<file path="config.mk">
export PLATFORM = sky130hd
export DESIGN_NAME = pipelined_kpg_adder
export DESIGN_NICKNAME = d
export VERILOG_FILES = /design/src/rtl/pipelined_kpg_adder.sv
export SDC_FILE = /design/constraint.sdc
export NUM_CORES = 1
export LEC_CHECK = 0
export ABC_AREA = 1
export BUFFER_PORTS_ARGS = -buffer_cell sky130_fd_sc_hd__buf_2
export CAP_MARGIN = 20
export CORE_MARGIN = 10
export CORE_UTILIZATION = 30
export CTS_CLUSTER_DIAMETER = 30
export CTS_CLUSTER_SIZE = 24
export DETAILED_ROUTE_END_ITERATION = 7
export RECOVER_POWER = 50
export SYNTH_ARGS = -nofsm -noshare
export SYNTH_HDL_FRONTEND = slang
export SYNTH_SLANG_ARGS = --single-unit
export TNS_END_PERCENT = 1
</file>
<file path="constraint.sdc">
create_clock -name clk -period 13.95 [get_ports clk]
set_input_delay 2.79 -clock clk [delete_from_list [all_inputs] [get_ports clk]]
set_output_delay 2.79 -clock clk [all_outputs]
set_load 0.05 [all_outputs]
</file>
<file path="src/rtl/pipelined_kpg_adder.sv">
// ---------------------------------------------------------------------------
// pipelined_kpg_adder
//
// Kogge-Stone prefix adder/subtractor over a kill/propagate/generate (kpg)
// carry vector, cut into N = ceil(L/LPS) register stages with L = log2(WIDTH)+1
// prefix levels. Each stage carries a valid bit and uses valid/ready flow
// control, so the pipeline can stall at any point without losing beats.
//
// Parameters
//   WIDTH  operand width (power of two, 8..128)
//   LPS    prefix levels evaluated per register stage (1..L)
//
// Ports
//   clk        rising-edge clock
//   rst_n      asynchronous active-low reset (clears stage valid bits)
//   in_valid   operand beat offered          in_ready   beat accepted this cycle
//   a, b       operands                      cin        carry in (ignored when sub=1)
//   sub        0: a+b+cin, 1: a-b            flush      synchronous pipeline clear
//   out_valid  result beat present           out_ready  consumer accepts result
//   sum        result bits                   cout       carry out of bit WIDTH-1
//   ovf        signed overflow of the selected operation
// ---------------------------------------------------------------------------
module pipelined_kpg_adder #(
   parameter int WIDTH = 64,
   parameter int LPS   = 1
) (
   input  logic             clk,
   input  logic             rst_n,
   input  logic             in_valid,
   output logic             in_ready,
   input  logic [WIDTH-1:0] a,
   input  logic [WIDTH-1:0] b,
   input  logic             cin,
   input  logic             sub,
   input  logic             flush,
   output logic             out_valid,
   input  logic             out_ready,
   output logic [WIDTH-1:0] sum,
   output logic             cout,
   output logic             ovf
);

   localparam int L = $clog2(WIDTH) + 1;
   localparam int N = (L + LPS - 1) / LPS;

   localparam logic [1:0] KPG_K = 2'b00;
   localparam logic [1:0] KPG_P = 2'b01;
   localparam logic [1:0] KPG_G = 2'b10;

   // Element 0 is the carry-in; element i+1 describes operand bit i.
   typedef logic [WIDTH:0][1:0] vec_t;

   // One Kogge-Stone level at distance 2^j: a propagate element inherits the
   // element 2^j positions below it; kill/generate are already resolved.
   function automatic vec_t ks_level(input vec_t v, input int j);
      vec_t r;
      int   d;
      d = 1 << j;
      r = v;
      for (int i = 0; i <= WIDTH; i++) begin
         if (i >= d && v[i] == KPG_P) begin
            r[i] = v[i - d];
         end
      end
      return r;
   endfunction

   logic [WIDTH-1:0] b_eff;
   logic             c_eff;
   vec_t             in_vec;

   always_comb begin
      b_eff     = sub ? ~b : b;
      c_eff     = sub | cin;
      in_vec    = '0;
      in_vec[0] = c_eff ? KPG_G : KPG_K;
      for (int i = 0; i < WIDTH; i++) begin
         in_vec[i+1] = {a[i] & b_eff[i], a[i] ^ b_eff[i]};
      end
   end

   logic [N-1:0] valid_vec;
   logic [N-1:0] load;

   // A stage may load when it, or any stage after it, is empty, or when the
   // consumer takes the final result; this is the ripple of "next stage loads".
   always_comb begin
      logic chain;
      load  = '0;
      chain = out_ready;
      for (int s = N - 1; s >= 0; s--) begin
         chain   = chain | ~valid_vec[s];
         load[s] = chain;
      end
   end

   // rst_n gates in_ready so nothing is advertised while reset is held.
   assign in_ready = rst_n & ~flush & load[0];

   genvar gi;
   for (gi = 0; gi < N; gi++) begin : g_stage
      vec_t             src_vec;
      vec_t             lvl_vec;
      vec_t             kpg_reg;
      logic [WIDTH-1:0] src_xor;
      logic [WIDTH-1:0] xor_reg;
      logic             src_am;
      logic             src_bm;
      logic             src_valid;
      logic             am_reg;
      logic             bm_reg;
      logic             valid_reg;

      if (gi == 0) begin : g_first
         assign src_vec   = in_vec;
         assign src_xor   = a ^ b_eff;
         assign src_am    = a[WIDTH-1];
         assign src_bm    = b_eff[WIDTH-1];
         assign src_valid = in_valid;
      end else begin : g_next
         assign src_vec   = g_stage[gi-1].kpg_reg;
         assign src_xor   = g_stage[gi-1].xor_reg;
         assign src_am    = g_stage[gi-1].am_reg;
         assign src_bm    = g_stage[gi-1].bm_reg;
         assign src_valid = g_stage[gi-1].valid_reg;
      end

      // Levels gi*LPS .. gi*LPS+LPS-1; the last stage stops at level L-1.
      always_comb begin
         lvl_vec = src_vec;
         for (int k = 0; k < LPS; k++) begin
            if (gi * LPS + k < L) begin
               lvl_vec = ks_level(lvl_vec, gi * LPS + k);
            end
         end
      end

      always_ff @(posedge clk or negedge rst_n) begin
         if (!rst_n) begin
            valid_reg <= 1'b0;
         end else if (flush) begin
            valid_reg <= 1'b0;
         end else if (load[gi]) begin
            valid_reg <= src_valid;
         end
      end

      // Payload is only meaningful alongside valid_reg, so it needs no reset.
      always_ff @(posedge clk) begin
         if (load[gi]) begin
            kpg_reg <= lvl_vec;
            xor_reg <= src_xor;
            am_reg  <= src_am;
            bm_reg  <= src_bm;
         end
      end

      assign valid_vec[gi] = valid_reg;
   end

   vec_t             res_vec;
   logic [WIDTH-1:0] res_xor;
   logic [WIDTH-1:0] sum_raw;
   logic             res_am;
   logic             res_bm;

   assign res_vec = g_stage[N-1].kpg_reg;
   assign res_xor = g_stage[N-1].xor_reg;
   assign res_am  = g_stage[N-1].am_reg;
   assign res_bm  = g_stage[N-1].bm_reg;

   // Resolved element i is the carry into bit i.
   always_comb begin
      sum_raw = '0;
      for (int i = 0; i < WIDTH; i++) begin
         sum_raw[i] = res_xor[i] ^ (res_vec[i] == KPG_G);
      end
   end

   // Outputs are masked by out_valid so they read as zero whenever the last
   // stage is empty, including throughout reset.
   assign out_valid = valid_vec[N-1];
   assign sum       = out_valid ? sum_raw : '0;
   assign cout      = out_valid & (res_vec[WIDTH] == KPG_G);
   assign ovf       = out_valid & (res_am == res_bm) & (sum_raw[WIDTH-1] != res_am);

endmodule

</file>
==> summary.md, run 1 <==
| Metric | Value |
|---|---|
| P per Cell Area | `187.5 mW/mm^2` |
| DRC Markers | `0` |
| WL met1 | `45.05 mm` |
| Post CTS Setup Buffer Count | `0` |
| Max VDD drop | `107.3 uV` |
| Final wirelength | `110.6 mm` |
| Routed Antenna Nets | `0` |
| Failing checks | `max-capacitance violations, max-slew violations` |
| Most common cell after layout, fill and taps aside | `edfxtp_1` |
| Cells after synthesis | `3149` |
| Final core utilization | `36.87%` |
| Status | `complete, but fails checks` |
| First-pass GRT wire length | `162.2 mm` |
| Synth Area in Simple Gates | `2.699%` |
| Synthesis Warnings | `0` |
| CTS buffer count | `212` |
| Clk root buf | `clkbuf_16` |
| Max Freq | `93.97 MHz` |
| Final hold vios | `0` |
| Top FF cell, synth | `edfxtp_1` |
| Post-Layout Cell Count | `5949` |
| Initial core utilization | `30.17%` |
| Die width | `427.4 um` |
| Crit Reg-Reg Endpoint | `g_stage[0].kpg_reg[128]$_DFFE_PP_` |
| Yosys reg bits | `1372` |
| Largest register FFs | `903` |
| Final min period | `10.64 ns` |
| Period utilization | `76.28%` |
| Reg2reg path depth | `5` |
| First DRT Iteration DRCs | `2043` |
| Die Y | `427.4 um` |
| Synth Area per Inst | `15.81 sq um` |
| Vias | `25250` |
| Post-synthesis sequential area ratio | `82.69%` |
| Core ar. | `0.1650 sq mm` |
| Worst Min Path Start | `g_stage[5].xor_reg[57]$_DFFE_PP_` |
| Vias in the first global route | `25830` |
| Synth async-reset ratio | `0.5102%` |
| Hold buffers post-CTS | `0` |
| Hold path depth | `0` |
| Placement Cell Area | `0.05364 sq mm` |
| Nets@finish | `3768` |
| Post-synthesis mux area share | `0%` |
| RSZ-0062 raised after global routing | `no` |
| Combinational family with the most area after synthesis | `compound AO/OA/AOI/OAI gates` |
| HP Class | `flop to flop` |
| P_leak | `24.72 nW` |
| Post-synthesis adder-cell area fraction | `1.609%` |
| Syn Std Cell Area | `0.04978 sq mm` |
| Highest routed layer | `met4` |
| Hold_ws | `0.3974 ns` |
| Post-DP HPWL | `78.25 mm` |
| Final clock skew | `0.03144 ns` |
| CP max-delay cell | `nand4_1` |
| Setup Slack @ Placement | `4.972 ns` |
| Worst Slack Setup Final | `3.309 ns` |
| Worst-skew pair later-pin latency | `0.79 ns` |
| Max Buffers Root-to-Sink | `3` |
| Clk pin slew, worst setup/hold paths | `0.05 ns` |
| DRT Pass-1 Iters | `5` |
| Tightest Pin Transition | `3.248 ns` |
| Final TNS setup | `0 ns` |
| WHS Endpoint | `g_stage[6].xor_reg[57]$_DFFE_PP_` |
| Tot GR Track Use | `12.02%` |
| Max H-tree Level | `4` |
| Compound-Gate Fraction of Synth Area | `6.922%` |
| Final RePlAce weighted congestion | `0.8509` |
| # resized after CTS | `0` |
| Critical Path Fanout Max | `63` |
| Total die area | `0.1826 sq mm` |
| Setup CP Type | `primary input to primary output` |
| Setup violators final | `0` |
| CTS tree | `built` |
| Num ports | `203` |
| Via-per-instance ratio | `4.244` |
| Post-synth EDFFs | `1365` |
| Routed len/inst | `18.59 um` |
| CP Launch Type | `primary input` |
| Design Area, Final | `0.06084 sq mm` |
| Final Max Tran Viols | `250` |
| Worst Setup End Kind | `primary output` |
| XOR/XNOR Fraction of Synth Area | `1.144%` |
| Initial antenna violation count | `25` |
| CP max stage delay | `1.87 ns` |
| Grt ovf | `0` |
| Most frequent cells in the layout | `edfxtp_1, inv_1, a21oi_1` |
| Critical Path RT | `11.16 ns` |
| Most used cell, CP | `inv_1` |
| WL met2 | `55.61 mm` |
| Max-cap violations | `6` |
| Cell variety after synth | `25` |
| Met3 Routed Length | `6.195 mm` |
| # rows | `149` |
| Crit path DAT | `7.85 ns` |
| Proportion of layout cells with a drive suffix above 1 | `15.41%` |
| Placed instance count | `5543` |
| Worst r2r src | `out_valid$_DFFE_PN0P_` |
| Rel. slew slack | `-116.6%` |
| CP Cell Sequence | `clkbuf_1 -> inv_1 -> nand4_1 -> nor3_4 -> nand3_4 -> nand2_1 -> inv_1 -> buf_2` |
| Syn nets | `3348` |
| Port bufs | `202` |
| Flop2flop setup slack | `7.29 ns` |
| Largest net degree at the start of global routing | `159` |
| Total power | `11.41 mW` |
| Area grow syn2layout | `22.21%` |
| Sink Count | `1372` |
==> power by group <==
group	switching [mW]	internal (mW)
Combinational	0.449	0.191
Sequential	0.277	5.33
Clock	1.94	3.21
==> critical path: cells and delay by family <==
kind,cells,cell delay (ns)
AND/OR/NAND/NOR,4,4.55
buffers and inverters,4,0.49
==> synth_stat cells, types with 4 or more instances <==
| library cell | number | share of area, % |
|---|---|---|
| edfxtp_1 | 1365 | 82 |
| inv_1 | 631 | 4.8 |
| a21oi_1 | 293 | 2.9 |
| o21ai_0 | 292 | 2.9 |
| nand2_1 | 174 | 1.3 |
| nor2_1 | 165 | 1.2 |
| ha_1 | 64 | 1.6 |
| xor2_1 | 64 | 1.1 |
| a21o_1 | 32 | 0.48 |
| o21a_1 | 31 | 0.47 |
| buf_4 | 7 | 0.11 |
| dfrtp_1 | 7 | 0.35 |
| o21ai_1 | 6 | 0.060 |
| buf_2 | 4 | 0.040 |
==> cells by family after synthesis <==
group,count (synthesis)
compound gates,656
xor+xnor,65
fa+ha+maj,64
buf+inv,645
flops,1372
other cells,1
simple gates,346
==> final cells by class <==
type	count	area, sq um
Tap cell	2189	2739
Fill cell	15270	104200
Clock buffer	231	5461
Antenna cell	9	22.52
Sequential cell	1372	41170
Multi-Input combinational cell	1132	6170
Inverter	631	2381
Timing Repair Buffer	220	1162
Clock inverter	165	1737
==> worst max path at each step <==
stage                          from       end  slack [ns]  cells after the start
after floorplan           out_ready  in_ready        1.91                      6
after global placement    out_ready  in_ready        5.03                      8
after detailed placement  out_ready  in_ready        4.97                      8
after CTS                 out_ready  in_ready        4.95                      8
after global routing      out_ready  in_ready        2.72                      8
final                     out_ready  in_ready        3.31                      8
==> routing by layer <==
metal  global-route usage, %  vias up
met5                       0        -
met4                   4.739        0
met3                   2.950      202
met2                   20.80      725
met1                   14.33    12290
li1                        -    12040
No activity file was read; power rests on OpenSTA's default activity.
==> inputs of run 2 (changes only) <==
==> constraint.sdc (replaced) <==
create_clock -name clk -period 9.7 [get_ports clk]
set_input_delay 1.94 -clock clk [delete_from_list [all_inputs] [get_ports clk]]
set_output_delay 1.94 -clock clk [all_outputs]
set_load 0.05 [all_outputs]
==> run 2 against run 1 <==
The flow still finishes with violations (max-capacitance violations, max-slew violations). Routed wire length decreased by 1.1%. Worst setup slack got worse by 0.57 ns. Global-route usage is 0.22 points lower. Critical endpoint unchanged. Worst hold slack improved by 0.013 ns. Sequential share of layout area up 0.44 points. Total power grew 42%. Critical path depth unchanged. Count of clock-buffer cells in the layout down 31. Combinational power grew 43%. Core utilization down 0.24 points. Clock power is 39% higher. First-iteration DRC count rose by 9.0%.
==> summary.md, run 2 (same netlist as run 1, synthesis figures left out) <==
| Metric | Value |
|---|---|
| Hold buffers post-CTS | `0 (unchanged)` |
| DRC Markers | `0 (unchanged)` |
| Final wirelength | `109.3 mm (-1.1%)` |
| CP Launch Type | `primary input` |
| Grt ovf | `0 (unchanged)` |
| Final min period | `6.964 ns` |
| Met3 Routed Length | `6.520 mm (+5.2%)` |
| Setup CP Type | `primary input to primary output` |
| Period utilization | `71.79%` |
| Proportion of layout cells with a drive suffix above 1 | `15.12% (-0.29 points)` |
| Vias | `25030 (-0.87%)` |
| Failing checks | `max-capacitance violations, max-slew violations` |
| Post-DP HPWL | `78.14 mm (-0.14%)` |
| Area grow syn2layout | `21.41%` |
| Clk pin slew, worst setup/hold paths | `0.05 ns (about the same)` |
| Max-cap violations | `5 (-1)` |
| Max VDD drop | `144.4 uV (+35%)` |
| Critical Path Fanout Max | `43 (-32%)` |
| Tot GR Track Use | `11.80% (-0.22 points)` |
| Clk root buf | `clkbuf_16` |
| Tightest Pin Transition | `4.332 ns (+1.084 ns)` |
| Sink Count | `1372 (unchanged)` |
| Routed len/inst | `18.50 um (-0.45%)` |
| CTS buffer count | `192 (-9.4%)` |
| Port bufs | `202 (unchanged)` |
| WL met1 | `43.61 mm (-3.2%)` |
| Via-per-instance ratio | `4.236 (-0.20%)` |
| Max Freq | `143.6 MHz` |
| Worst-skew pair later-pin latency | `0.79 ns (about the same)` |
| DRT Pass-1 Iters | `5 (unchanged)` |
| RSZ-0062 raised after global routing | `no` |
| Max Buffers Root-to-Sink | `3 (unchanged)` |
| P_leak | `24.51 nW (-0.87%)` |
| Initial core utilization | `30.17% (unchanged)` |
| Critical Path RT | `7.76 ns (-3.40 ns)` |
| Most common cell after layout, fill and taps aside | `edfxtp_1` |
| Largest net degree at the start of global routing | `100 (-37%)` |
| Die width | `427.4 um (unchanged)` |
| P per Cell Area | `267.2 mW/mm^2 (+43%)` |
| Routed Antenna Nets | `0 (unchanged)` |
| Most frequent cells in the layout | `edfxtp_1, inv_1, a21oi_1` |
| First DRT Iteration DRCs | `2226 (+9.0%)` |
| Final RePlAce weighted congestion | `0.8536 (+0.32%)` |
| # resized after CTS | `0 (unchanged)` |
| Largest register FFs | `903 (unchanged)` |
| Layout fillers | `15300 (+0.24%)` |
| Die Y | `427.4 um (unchanged)` |
| Vias in the first global route | `25330 (-2.0%)` |
| CTS tree | `built` |
| WL met2 | `54.22 mm (-2.5%)` |
| Total die area | `0.1826 sq mm (unchanged)` |
| First-pass GRT wire length | `158.9 mm (-2.0%)` |
| Nets@finish | `3750 (-0.48%)` |
| Core ar. | `0.1650 sq mm (unchanged)` |
| Post CTS Setup Buffer Count | `0 (unchanged)` |
| Final TNS setup | `0 ns (unchanged)` |
| Hold_ws | `0.4101 ns (+0.01279 ns)` |
| Crit path DAT | `5.02 ns (-2.83 ns)` |
| Highest routed layer | `met5` |
| Final hold vios | `0 (unchanged)` |
| Final Max Tran Viols | `264 (+5.6%)` |
| Final clock skew | `0.03377 ns (+0.002329 ns)` |
| Worst Setup End Kind | `primary output` |
| Max H-tree Level | `4 (unchanged)` |
| Num ports | `203 (unchanged)` |
| Rel. slew slack | `-188.8% (-72 points)` |
| Setup violators final | `0 (unchanged)` |
| # rows | `149 (unchanged)` |
| Status | `complete, but fails checks` |
| Initial antenna violation count | `15 (-40%)` |
| HP Class | `flop to flop` |
==> run 2: cell count changes in the layout (fill, tap and decap cells not counted), sizes merged <==
| cell | before | now |
|---|---|---|
| diode | 9 | 3 |
| buf | 213 | 216 |
| bufinv | 18 | 27 |
| clkbuf | 238 | 206 |
| clkinv | 84 | 72 |
| inv | 672 | 669 |
| clkinvlp | 22 | 23 |
==> run 2: worst paths after layout <==
kind / from / to / slack (ns) / cells past startpoint
worst max register to register: out_valid$_DFFE_PN0P_ / g_stage[6].xor_reg[55]$_DFFE_PP_ / 2.99 / 4
worst max-delay path: out_ready / in_ready / 2.74 / 8
min in group asynchronous: rst_n / g_stage[0].valid_reg$_DFFE_PN0P_ / 1.08 / 1
worst min-delay path: g_stage[0].xor_reg[62]$_DFFE_PP_ / g_stage[1].xor_reg[62]$_DFFE_PP_ / 0.41 / 0
worst min register to register: g_stage[0].xor_reg[62]$_DFFE_PP_ / g_stage[1].xor_reg[62]$_DFFE_PP_ / 0.41 / 0
max in group asynchronous: rst_n / g_stage[2].valid_reg$_DFFE_PN0P_ / 8.31 / 1
==> run 2: per-layer routing <==
layer / GRT usage [%] / vias to the layer above
met5: 0 / -
met1: 13.90 / 12120
li1: - / 11980
met4: 5.822 / 6
met2: 20.03 / 717
met3: 2.971 / 201
==> run 2: critical path, stage by stage <==
cell and delay (ns):
buf_2 0.10, inv_1 0.19, nand4_4 0.11, nor3_1 1.03, nand3_4 0.87, nand2_1 0.47, inv_1 0.08, buf_2 0.22
==> run 2: per-stage QoR <==
stage                     instances  util [%]  power [mW]  setup slack, ns  area, sq um
after floorplan                3149         -       8.535           0.6538        49790
after global placement         5545     32.51       9.068            3.480        53640
after detailed placement       5545     32.51       9.115            3.429        53640
after CTS                      5905     36.64       16.31            3.439        60450
after global routing           5909     36.63       16.77            2.131        60440
final                          5909     36.63       16.15            2.736        60440
==> run 2: cell type report <==
class	count	area (sq um)	area share, %
Timing Repair Buffer	222	1166	1.929
Clock inverter	160	1954	3.234
Multi-Input combinational cell	1132	6173	10.21
Antenna cell	3	7.507	0.01242
Tap cell	2189	2739	4.532
Sequential cell	1372	41160	68.11
Inverter	631	2379	3.935
Clock buffer	200	4856	8.034
==> run 2: report_power, final <==
| group | switching, mW | leakage [nW] | internal, mW |
|---|---|---|---|
| clock network | 2.70 | 3.26 | 4.45 |
| registers | 0.406 | 15.4 | 7.67 |
| logic | 0.644 | 5.83 | 0.274 |
==> inputs of run 3 (changes only) <==
==> constraint.sdc (replaced) <==
create_clock -name clk -period 6.1 [get_ports clk]
set_input_delay 1.22 -clock clk [delete_from_list [all_inputs] [get_ports clk]]
set_output_delay 1.22 -clock clk [all_outputs]
set_load 0.05 [all_outputs]
==> run 3 against run 2 <==
The run still ends with max-capacitance violations, max-slew violations left. Clock skew grew 0.0092 ns. Die area unchanged. Flip-flop and latch count unchanged. Via count rose by 0.52%. Combinational power up 60%. Total power grew 62%. Sequential power rose by 60%. Cell count rose by 0.41%. Register-to-register slack worse by 0.56 ns. First-iteration DRC count fell by 8.5%. Core utilization up 0.26 points. Largest cell class unchanged. Largest power group unchanged.
==> summary.md, run 3 (same netlist as run 1, synthesis figures left out) <==
| Metric | Value |
|---|---|
| Status | `complete, but fails checks` |
| Failing checks | `max-capacitance violations, max-slew violations` |
| Grt ovf | `0 (unchanged)` |
| Flop2flop setup slack | `2.43 ns (-0.56 ns)` |
| CP Depth | `6 (-2)` |
| Clk root buf | `clkbuf_16` |
| Part of the power in registers | `49.1% (-0.9 points)` |
| Tot GR Track Use | `11.84% (+0.035 points)` |
| CP Launch Type | `flop` |
| # resized after CTS | `0 (unchanged)` |
| Initial core utilization | `30.17% (unchanged)` |
| Final clock skew | `0.04293 ns (+0.009155 ns)` |
| Tightest Pin Transition | `2.887 ns (-1.445 ns)` |
| NetSw | `6.107 mW (+63%)` |
| P_leak | `24.73 nW (+0.89%)` |
| Met2 GRT Util | `20.36% (+0.33 points)` |
| P per Cell Area | `430.5 mW/mm^2 (+61%)` |
| Initial antenna violation count | `3 (-12)` |
| Nets@finish | `3761 (+0.29%)` |
| Vias | `25160 (+0.52%)` |
| FF/Latch Area | `0.04116 sq mm (unchanged)` |
| Sink Count | `1372 (unchanged)` |
| Largest net degree at the start of global routing | `152 (+52%)` |
| Multi-input gate area | `0.006177 sq mm (about the same)` |
| Clk pin slew, worst setup/hold paths | `0.06 ns (about the same)` |
| Routed len/inst | `18.39 um (-0.63%)` |
| First-pass GRT wire length | `159.7 mm (+0.50%)` |
| Comb pwr share | `5.6% (about the same)` |
| Period utilization | `71.94%` |
| Port bufs | `202 (unchanged)` |
| Proportion of layout cells with a drive suffix above 1 | `15.36% (+0.24 points)` |
| Crit path DAT | `3.17 ns (-1.85 ns)` |
| CP Cell Sequence | `nand4_1 -> nor3_4 -> nand3_4 -> nand2_1 -> inv_1 -> buf_2` |
| Setup CP Type | `flop to primary output` |
| Final wirelength | `109.1 mm (-0.22%)` |
| Post-Layout Cell Count | `5933 (+0.41%)` |
| Vias in the first global route | `25580 (+1.0%)` |
| DRT Pass-1 Iters | `5 (unchanged)` |
| HP Class | `primary input to asynchronous set/reset pin` |
| Via-per-instance ratio | `4.241 (+0.11%)` |
| First DRT Iteration DRCs | `2037 (-8.5%)` |
| DRC Markers | `0 (unchanged)` |
| M3 GR Usage | `2.628% (-0.34 points)` |
| Layout fillers | `15250 (-0.37%)` |
| # rows | `149 (unchanged)` |
| GR peak layer | `met2` |
| Worst-skew pair later-pin latency | `0.80 ns (about the same)` |
| Final RePlAce weighted congestion | `0.8320 (-2.5%)` |
| Final Max Tran Viols | `233 (-12%)` |
| Setup violators final | `0 (unchanged)` |
| Critical Path Fanout Max | `24 (-44%)` |
| CP max-delay cell | `dfrtp_1` |
| Crit path max-delay family | `simple AND/OR/NAND/NOR gates` |
| Most common cell after layout, fill and taps aside | `edfxtp_1` |
| P_int | `20.09 mW (+62%)` |
| Critical Path RT | `4.88 ns (-2.88 ns)` |
| Final TNS setup | `0 ns (unchanged)` |
| Max-cap violations | `3 (-2)` |
| Num ports | `203 (unchanged)` |
| Placement Cell Area | `0.05371 sq mm (+0.13%)` |
| Max Freq | `227.9 MHz` |
| Final min period | `4.388 ns` |
| Die width | `427.4 um (unchanged)` |
| Post-DP HPWL | `78.17 mm (about the same)` |
| Post CTS Setup Buffer Count | `0 (unchanged)` |
| Area grow syn2layout | `22.28%` |
| Max Buffers Root-to-Sink | `3 (unchanged)` |
| Placed instance count | `5543 (-0.036%)` |
| CTS tree | `built` |
| Max H-tree Level | `4 (unchanged)` |
| Switching Share | `23.31% (+0.065 points)` |
| Rel. slew slack | `-92.45% (+96 points)` |
| Largest register FFs | `903 (unchanged)` |
| Worst Path Buf+Inv | `2 (-2)` |
| Core ar. | `0.1650 sq mm (unchanged)` |
| CTS buffer count | `206 (+7.3%)` |
| Met1 Usage GRT | `14.33% (+0.43 points)` |
| CP max stage delay | `0.92 ns (-0.11 ns)` |
| Design Area, Final | `0.06087 sq mm (+0.71%)` |
| Most frequent cells in the layout | `edfxtp_1, inv_1, a21oi_1` |
| Clock power frac | `45.3% (+1.0 points)` |
| Die Y | `427.4 um (unchanged)` |
| Worst Setup End Kind | `primary output` |
| Reg2reg path depth | `5 (+1)` |
| Routed Antenna Nets | `0 (unchanged)` |
| Hold buffers post-CTS | `0 (unchanged)` |
| Final hold vios | `0 (unchanged)` |
| Total die area | `0.1826 sq mm (unchanged)` |
| Max VDD drop | `257.6 uV (+78%)` |
| RSZ-0062 raised after global routing | `no` |
-- run 3: cell count changes in the layout (fill, tap and decap cells not counted), sizes merged --
| cell | change |
|---|---|
| buf | -2 |
| clkbuf | +23 |
| clkinv | +9 |
| clkinvlp | +1 |
| diode | -2 |
| inv | -5 |
-- run 3: area by class of cell --
type                    count  area share, %
multi-input cells        1132          10.15
well taps                2189          4.500
inverters                 631          3.943
clock inverters           165          3.281
diodes                      1       0.004111
flip-flops and latches   1372          67.63
clock buffers             224          8.580
repair buffers            219          1.918
-- run 3: metal layers --
| metal | vias up | share of wire [%] |
|---|---|---|
| met5 | - | 0.012 |
| met4 | 2 | 3.5 |
| met3 | 180 | 5.5 |
| met2 | 701 | 50 |
| met1 | 12290 | 41 |
| li1 | 11990 | - |
-- run 3: worst register-to-register path, stage by stage (launching register included) --
cell,delay [ns]
dfrtp_1,0.71
nand4_1,0.36
buf_4,0.60
nor2_1,0.24
inv_8,0.54
buf_4,0.78
-- run 3: through the flow --
| stage | setup WS [ns] | util [%] | hold WS (ns) | power, mW |
|---|---|---|---|---|
| global placement | 1.998 | 32.56 | 0.4006 | 14.45 |
| detailed placement | 1.927 | 32.56 | 0.4045 | 14.52 |
| global route | 1.409 | 36.89 | 0.3351 | 27.21 |
| CTS | 1.941 | 36.93 | 0.2089 | 26.43 |
| floorplan | -1.328 | - | 0.4003 | 13.57 |
| finish | 1.712 | 36.89 | 0.3440 | 26.20 |
-- run 3: worst paths after layout --
kind,start,end
max,out_valid$_DFFE_PN0P_,in_ready
min,rst_n,g_stage[5].valid_reg$_DFFE_PN0P_
max reg2reg,out_valid$_DFFE_PN0P_,g_stage[3].kpg_reg[85]$_DFFE_PP_
min reg2reg,g_stage[2].xor_reg[0]$_DFFE_PP_,g_stage[3].xor_reg[0]$_DFFE_PP_
max in group asynchronous,rst_n,out_valid$_DFFE_PN0P_
min in group clk,g_stage[2].xor_reg[0]$_DFFE_PP_,g_stage[3].xor_reg[0]$_DFFE_PP_
-- run 3: power groups by stage --
stage          Combinational (mW)  Sequential (mW)  Clock, mW
6_report                     1.47             12.9       11.9
5_1_grt                      1.68             13.0       12.5
4_1_cts                      1.49             12.9       12.1
3_5_place_dp                 1.47             13.1          0
3_3_place_gp                 1.43             13.0          0
2_1_floorplan               0.922             12.7          0
